--- config.mk ---
export PLATFORM = sky130hd
export DESIGN_NAME = uart_tx_fifo
export DESIGN_NICKNAME = d
export VERILOG_FILES = /design/src/rtl/uart_tx_fifo.sv
export SDC_FILE = /design/constraint.sdc
export NUM_CORES = 1
export LEC_CHECK = 0
export CAP_MARGIN = 20
export CORE_UTILIZATION = 40
export CTS_BUF_LIST = sky130_fd_sc_hd__clkbuf_2
export DETAILED_ROUTE_END_ITERATION = 12
export GPL_TIMING_DRIVEN = 0
export PLACE_DENSITY_LB_ADDON = 0.05
export SLEW_MARGIN = 40
export SYNTH_ARGS = -nofsm -noshare
export SYNTH_HDL_FRONTEND = slang
export SYNTH_SLANG_ARGS = --single-unit
--- constraint.sdc ---
create_clock -name clk -period 2.5 [get_ports clk]
set_input_delay 0.25 -clock clk [delete_from_list [all_inputs] [get_ports clk]]
set_output_delay 0.25 -clock clk [all_outputs]
set_load 0.05 [all_outputs]
--- src/rtl/uart_tx_fifo.sv ---
// UART 8N1 transmitter fed by a small FIFO that absorbs unthrottled byte pulses
// from the text buffer; bytes arriving while full are dropped and flagged.
module uart_tx_fifo #(
  parameter int unsigned CLKS_PER_BIT = 104,
  parameter int unsigned FIFO_AW      = 4
) (
  input  logic       clk,
  input  logic       rst,
  input  logic [7:0] i_data,
  input  logic       i_data_v,
  output logic       o_tx,
  output logic       o_busy,
  output logic       o_empty,
  output logic       o_full,
  output logic       o_overflow
);

  localparam int unsigned      DEPTH     = 1 << FIFO_AW;
  localparam logic [FIFO_AW:0] DEPTH_C   = {1'b1, {FIFO_AW{1'b0}}};
  localparam logic [15:0]      BAUD_LAST = 16'(CLKS_PER_BIT - 1);

  typedef enum logic [1:0] {S_IDLE, S_START, S_DATA, S_STOP} state_e;

  logic [7:0]         mem_q [DEPTH];
  logic [FIFO_AW-1:0] wr_ptr_q, wr_ptr_d;
  logic [FIFO_AW-1:0] rd_ptr_q, rd_ptr_d;
  logic [FIFO_AW:0]   count_q, count_d;
  state_e             state_q, state_d;
  logic [15:0]        baud_q, baud_d;
  logic [2:0]         bit_idx_q, bit_idx_d;
  logic [7:0]         shift_q, shift_d;
  logic               tx_q, tx_d;
  logic               busy_q, busy_d;
  logic               empty_q, empty_d;
  logic               full_q, full_d;
  logic               ovf_q, ovf_d;
  logic               push, pop, baud_done;

  // A full FIFO drops the byte even when the transmitter pops on the same edge.
  assign push      = i_data_v && (count_q != DEPTH_C);
  assign baud_done = (baud_q == BAUD_LAST);

  always_comb begin
    state_d   = state_q;
    baud_d    = baud_q;
    bit_idx_d = bit_idx_q;
    shift_d   = shift_q;
    pop       = 1'b0;
    case (state_q)
      S_IDLE: begin
        if (count_q != '0) begin
          pop     = 1'b1;
          shift_d = mem_q[rd_ptr_q];
          baud_d  = '0;
          state_d = S_START;
        end
      end
      S_START: begin
        if (baud_done) begin
          baud_d    = '0;
          bit_idx_d = '0;
          state_d   = S_DATA;
        end else begin
          baud_d = baud_q + 16'd1;
        end
      end
      S_DATA: begin
        if (baud_done) begin
          baud_d    = '0;
          shift_d   = {1'b0, shift_q[7:1]};
          bit_idx_d = bit_idx_q + 3'd1;
          if (bit_idx_q == 3'd7) begin
            state_d = S_STOP;
          end
        end else begin
          baud_d = baud_q + 16'd1;
        end
      end
      S_STOP: begin
        if (baud_done) begin
          baud_d = '0;
          // Chain straight into the next start bit so queued frames are contiguous.
          if (count_q != '0) begin
            pop     = 1'b1;
            shift_d = mem_q[rd_ptr_q];
            state_d = S_START;
          end else begin
            state_d = S_IDLE;
          end
        end else begin
          baud_d = baud_q + 16'd1;
        end
      end
      default: state_d = S_IDLE;
    endcase
  end

  always_comb begin
    wr_ptr_d = wr_ptr_q + FIFO_AW'(push);
    rd_ptr_d = rd_ptr_q + FIFO_AW'(pop);
    count_d  = count_q + (FIFO_AW + 1)'(push) - (FIFO_AW + 1)'(pop);
    empty_d  = (count_d == '0);
    full_d   = (count_d == DEPTH_C);
    ovf_d    = ovf_q | (i_data_v && (count_q == DEPTH_C));
    busy_d   = (state_q != S_IDLE) || (count_q != '0);
    // The line follows the current state one cycle later, giving each bit a full cell.
    case (state_q)
      S_START: tx_d = 1'b0;
      S_DATA:  tx_d = shift_q[0];
      default: tx_d = 1'b1;
    endcase
  end

  always_ff @(posedge clk) begin
    if (rst && push) begin
      mem_q[wr_ptr_q] <= i_data;
    end
  end

  always_ff @(posedge clk) begin
    if (!rst) begin
      state_q   <= S_IDLE;
      baud_q    <= '0;
      bit_idx_q <= '0;
      shift_q   <= '0;
      wr_ptr_q  <= '0;
      rd_ptr_q  <= '0;
      count_q   <= '0;
      tx_q      <= 1'b1;
      busy_q    <= 1'b0;
      empty_q   <= 1'b1;
      full_q    <= 1'b0;
      ovf_q     <= 1'b0;
    end else begin
      state_q   <= state_d;
      baud_q    <= baud_d;
      bit_idx_q <= bit_idx_d;
      shift_q   <= shift_d;
      wr_ptr_q  <= wr_ptr_d;
      rd_ptr_q  <= rd_ptr_d;
      count_q   <= count_d;
      tx_q      <= tx_d;
      busy_q    <= busy_d;
      empty_q   <= empty_d;
      full_q    <= full_d;
      ovf_q     <= ovf_d;
    end
  end

  assign o_tx       = tx_q;
  assign o_busy     = busy_q;
  assign o_empty    = empty_q;
  assign o_full     = full_q;
  assign o_overflow = ovf_q;

endmodule

After elaboration in Yosys (flattened, before gate mapping) --
Memories as Yosys holds them, arrays and structs flattened. A register that Yosys moved wholly into a read port is not among the register bits. Index checks and enable logic that the tools add are counted.
Word-level totals: flip-flop bits (word level) 47, bits in writable memories 128, output and inout port bits 5, memories kept 1
Cells by class: $add $sub $neg 6, equal/unequal tests 13, mux-type cells 24, bitwise operators 1, reduce and logical (&&, ||, !) cells 14
Memories:
- mem_q | words 16, bits a word 8, rd ports 1, clocked after Yosys merged registers in 1, write ports 1, RTL line 24 | logic [7:0] mem_q [DEPTH];
Operators with widths (count):
- two-way mux 16 bit | 2
- one-hot mux 16 bit (2 select lines) | 1
- two-way mux 8 bit | 3
- one-hot mux 8 bit (3 select lines) | 1
- adder 16 x 1 -> 16 bit, second input constant | 1
- equality test 16 x 7 -> 1 bit, second input constant | 1
- equality test 5 bit, second input constant | 2
- two-way mux 2 bit | 5
- != test 2 bit, second input constant | 5
- adder 4 x 1 -> 4 bit | 2
- one-hot mux 2 bit (4 select lines) | 1
- two-way mux 3 bit | 2
- one-hot mux 3 bit (2 select lines) | 1
- AND reduction 3 bit | 2
- adder 5 x 1 -> 5 bit | 1
- zero test 5 bit | 1
- two-way mux 1 bit | 5
- != test 5 bit, second input constant | 1
- AND reduction 5 bit | 1
- nonzero test 5 bit | 1
- subtractor 5 x 1 -> 5 bit | 1
- equality test 2 bit, second input constant | 2
- two-way mux 4 bit | 1
- one-hot mux 1 bit (2 select lines) | 2
- 10 further kinds | 13

Longest topological paths before layout --
word-level depth 6, mapped depth 14, gate-level depth less buffers 13

Least setup slack after synthesis --
No wires, ideal clock.
kind register -> register, from register baud_q[0], to register full_q (netlist: o_full), setup time 0.116 ns, arrival 2.669 ns, required time 2.384 ns, slack -0.284 ns, stages on the path, launching flop included 15, path buffers 1, cells stage by stage dfxtp_1 -> ha_1 -> nand4_1 -> and4b_1 -> buf_6 -> a21oi_2 -> nor3_2 -> xnor2_1 -> ha_1 -> fa_1 -> a21oi_1 -> o21bai_1 -> xnor2_1 -> nor2_1 -> and3_1
Between the ends: cells in the longest elaborated chain, start to end 5
RTL lines:
- start, declared | RTL line 29 | logic [15:0] baud_q, baud_d;
- start signal, assigned | RTL line 136 | baud_q <= baud_d;
- equality test 16 x 7 -> 1 bit | RTL line 41 | assign baud_done = (baud_q == BAUD_LAST);
- two-way mux 1 bit | RTL line 80 | if (baud_done) begin
- one-hot mux 1 bit (2 select lines) | RTL line 49 | case (state_q)
- subtractor 5 x 1 -> 5 bit | RTL line 101 | count_d = count_q + (FIFO_AW + 1)'(push) - (FIFO_AW + 1)'(pop);
- equality test 5 bit | RTL line 103 | full_d = (count_d == DEPTH_C);
- end signal, assigned | RTL line 145 | full_q <= full_d;
- end, declared | RTL line 35 | logic full_q, full_d;
No other way between the ends. A chain may end at the register's enable or synchronous reset.

Worst setup path in the final report --
Same ends and word-level chain as after synthesis.

==> results.toml <==
[synth]
ys_seq_area_frac = 0.642
yosysUniqueCellTypes = 57
synth_edf_count = 128
synth_async_sr_flop_share = 0
ys_top_cells_by_area = "edfxtp_1 (52%), dfxtp_1 (13%), mux4_2 (6.7%)"
yosysTopAreaCellShare = 0.516
yosysTopAreaCell = "edfxtp_1"
synthFlopType = "edfxtp_1"
avgSynthCellArea_sq_um = 14.0
synth-seq-cells = 175
syn_nets = 559
syn_area_sq_um = 7450
yosys_warnings = 0
synthCells = 531

[global_routing]
grt_pass1_vias = 4705
grt_pass1_wl_um = 27300
busiest_layer = "met2"
met1_usage = 0.261
antenna_found_initial = 1
grt_max_degree = 17
overflow = 0
track_usage = 0.192
grtUsageMet2 = 0.314
use_met3 = 0.0426

[drt]
wire_per_inst_um = 21.0
first_iter_violations = 329
viasPerCell = 5.58
routed_wirelength_um = 17200
postRouteAntennaNets = 0
firstDrtPassIters = 8
vias = 4581
drcViolationCount = 4

[cts]
ctsHoldBuffers = 0
cts-root-buf = "clkbuf_2"
htreeDepth = 4
clk_latency_ps = 730
cts.clk_slew.worst_paths_ps = 250
clock-sinks = 175
cts_buffers = 17
cts_tree = "done"
ctsLongestPathBuffers = 2

[placement]
place.gp.congestion = 0.843
dp_hpwl_um = 11500
io_buffer_count = 15
place_area_sq_um = 7950
placed_cells_incl_taps = 775

[setup_path]
arrival_ps = 3290
critPathKind = "reg -> reg"
critPathMaxStageDelay_ps = 410
rr_worst_depth = 14
path_cells = "ha_4 > nand4_1 > and4b_1 > buf_6 > a21oi_4 > nor3_4 > xnor2_1 > ha_2 > fa_2 > a21oi_2 > o21bai_1 > xnor2_1 > nor2_1 > and3_1"
critPathLaunchType = "flop"
critPathRequiredTime_ps = 3140
cp_common_cell = "xnor2_1"
crit_path_max_fanout = 3
slowest_stage = "dfxtp_4"
crit_path_end_kind = "flop"

[sta]
setup_slack_ps = -146
maxSlewHeadroom = 0.464
setup_viol = 3
max_freq_ghz = 0.378
worstMarginPinSlew_ps = 804
finalCritPeriodShare = 1.06
fin_crit_ps = 2650
rsz0062_at_grt = "yes"
slew_viol_final = 0
hold_ws_ps = 201
finalHoldViolations = 0
fin_skew_ps = 41.1

[power_and_ir_drop]
p_switching_w = 0.00257
power.share.clock = 0.196
internal-power_w = 0.00483
seqPwrFrac = 0.464
irDropWorstVdd_mv = 0.490
swShare = 0.348
combPwrFrac = 0.340
power_density_nw_per_um2 = 874
finalPower_w = 0.00740
leakagePower_nw = 2.68

[floorplan]
start_util = 0.412
dieWidth_um = 138
num_rows = 49
die-height_um = 138
die_area_sq_um = 19200
core_area_sq_um = 18100
num_io_pins = 16

[cells_and_area]
regArea_sq_um = 4800
layout.nets = 606
layout_common_cells = "edfxtp_1 (128), dfxtp_1 (38), nand2_1 (30), nor2_1 (26)"
multiInputGateArea_sq_um = 2660
layout_commonest_cell = "edfxtp_1"
drive_gt1_frac = 0.259
stdcell_count = 821
syn_to_final_growth_pct = 13.8
nFillCells = 1603
design_area_sq_um = 8470

[min_path]
hp-class = "in -> reg"
worstHoldPathCells = 3

[run_status]
outcome = "finished, violations left"
failed_checks = "DRC, setup timing"

[job]
max_cap_viol_count = 0
[Yosys cell counts (4+ instances only)]
library cell / instances
inv_1: 11
and2_1: 9
nor3_1: 14
a21oi_1: 24
or3_1: 7
o21ai_0: 14
ha_1: 16
a311oi_1: 11
a41oi_1: 4
clkbuf_1: 11
xnor2_1: 6
nor2_1: 38
nand3_1: 13
nand2_1: 31
mux4_2: 22
o22ai_1: 14
edfxtp_1: 128
mux2i_1: 5
mux2_2: 22
dfxtp_1: 47
buf_2: 10
nand4_1: 5
o211ai_1: 6
a31oi_1: 8
nand2b_1: 9
[worst paths after layout]
kind,to,from,slack (ps)
max,o_full,baud_q[0],-150
min,o_overflow,i_data_v,200
max reg2reg,o_full,baud_q[0],-150
min reg2reg,bit_idx_q[0],bit_idx_q[0],490
[layout make-up]
type | count | area share
diodes | 1 | 0.000295
inverters | 12 | 0.00532
well taps | 229 | 0.0338
multi-input cells | 315 | 0.314
flip-flops and latches | 175 | 0.567
plain buffers | 25 | 0.0167
clock inverters | 13 | 0.0154
repair buffers | 32 | 0.0362
clock buffers | 19 | 0.0112
[layer usage]
metal	vias to the layer above	part of all wire	wire [um]
met3	8	0.042	716
met1	2320	0.47	8020
li1	2160	-	-
met2	93	0.48	8330
met5	-	0	0
met4	0	0.0091	156
[kinds of logic after synthesis]
group,count (synthesis),share of synthesized area
flip-flops,175,0.642
adder cells (fa/ha/maj),17,0.0296
AO/OA/AOI/OAI,98,0.0870
XOR/XNOR,8,0.00941
buffers and inverters,41,0.0265
AND/OR/NAND/NOR,143,0.0985
multiplexers,49,0.107
[sequential cells by signal, indices dropped and copies added, names as in the netlist, 2 cells and up]
signal	flops
mem_q	128
baud_q	16
shift_q	8
count_q	5
rd_ptr_q	4
wr_ptr_q	4
bit_idx_q	3
state_q	2
[critical path: cells and delay by family (launching register included)]
kind	cells	cell delay [ps]
buf+inv	1	120
xor+xnor	2	280
fa+ha+maj	3	670
compound gates	3	300
simple gates	5	820
flops	1	410
[power groups by stage]
stage	logic [W]	clock network, W	registers [W]
after floorplan	0.00155	0	0.00357
after global placement	0.00223	0	0.00349
after detailed placement	0.00225	0	0.00350
after CTS	0.00243	0.00149	0.00343
after global routing	0.00278	0.00162	0.00346
final	0.00252	0.00145	0.00344
[through the flow]
stage	setup TNS, ps	worst slack, ps	util
6_report	-359	-146	0.468
5_1_grt	-1000	-342	0.468
4_1_cts	-417	-136	0.459
3_5_place_dp	-10850	-403	0.439
3_3_place_gp	-21250	-653	0.438
2_1_floorplan	-131	-85.5	-
[repair_timing]
item | CTS | global route
gates resized for setup | 24 | 15
pin swaps | 11 | 5
buffers inserted | 10 | 7
endpoints found under the setup margin | 67 | 68
cloned | 0 | 0
hold endpoints to repair | 0 | 0
Power figures use the tool's default switching activity.
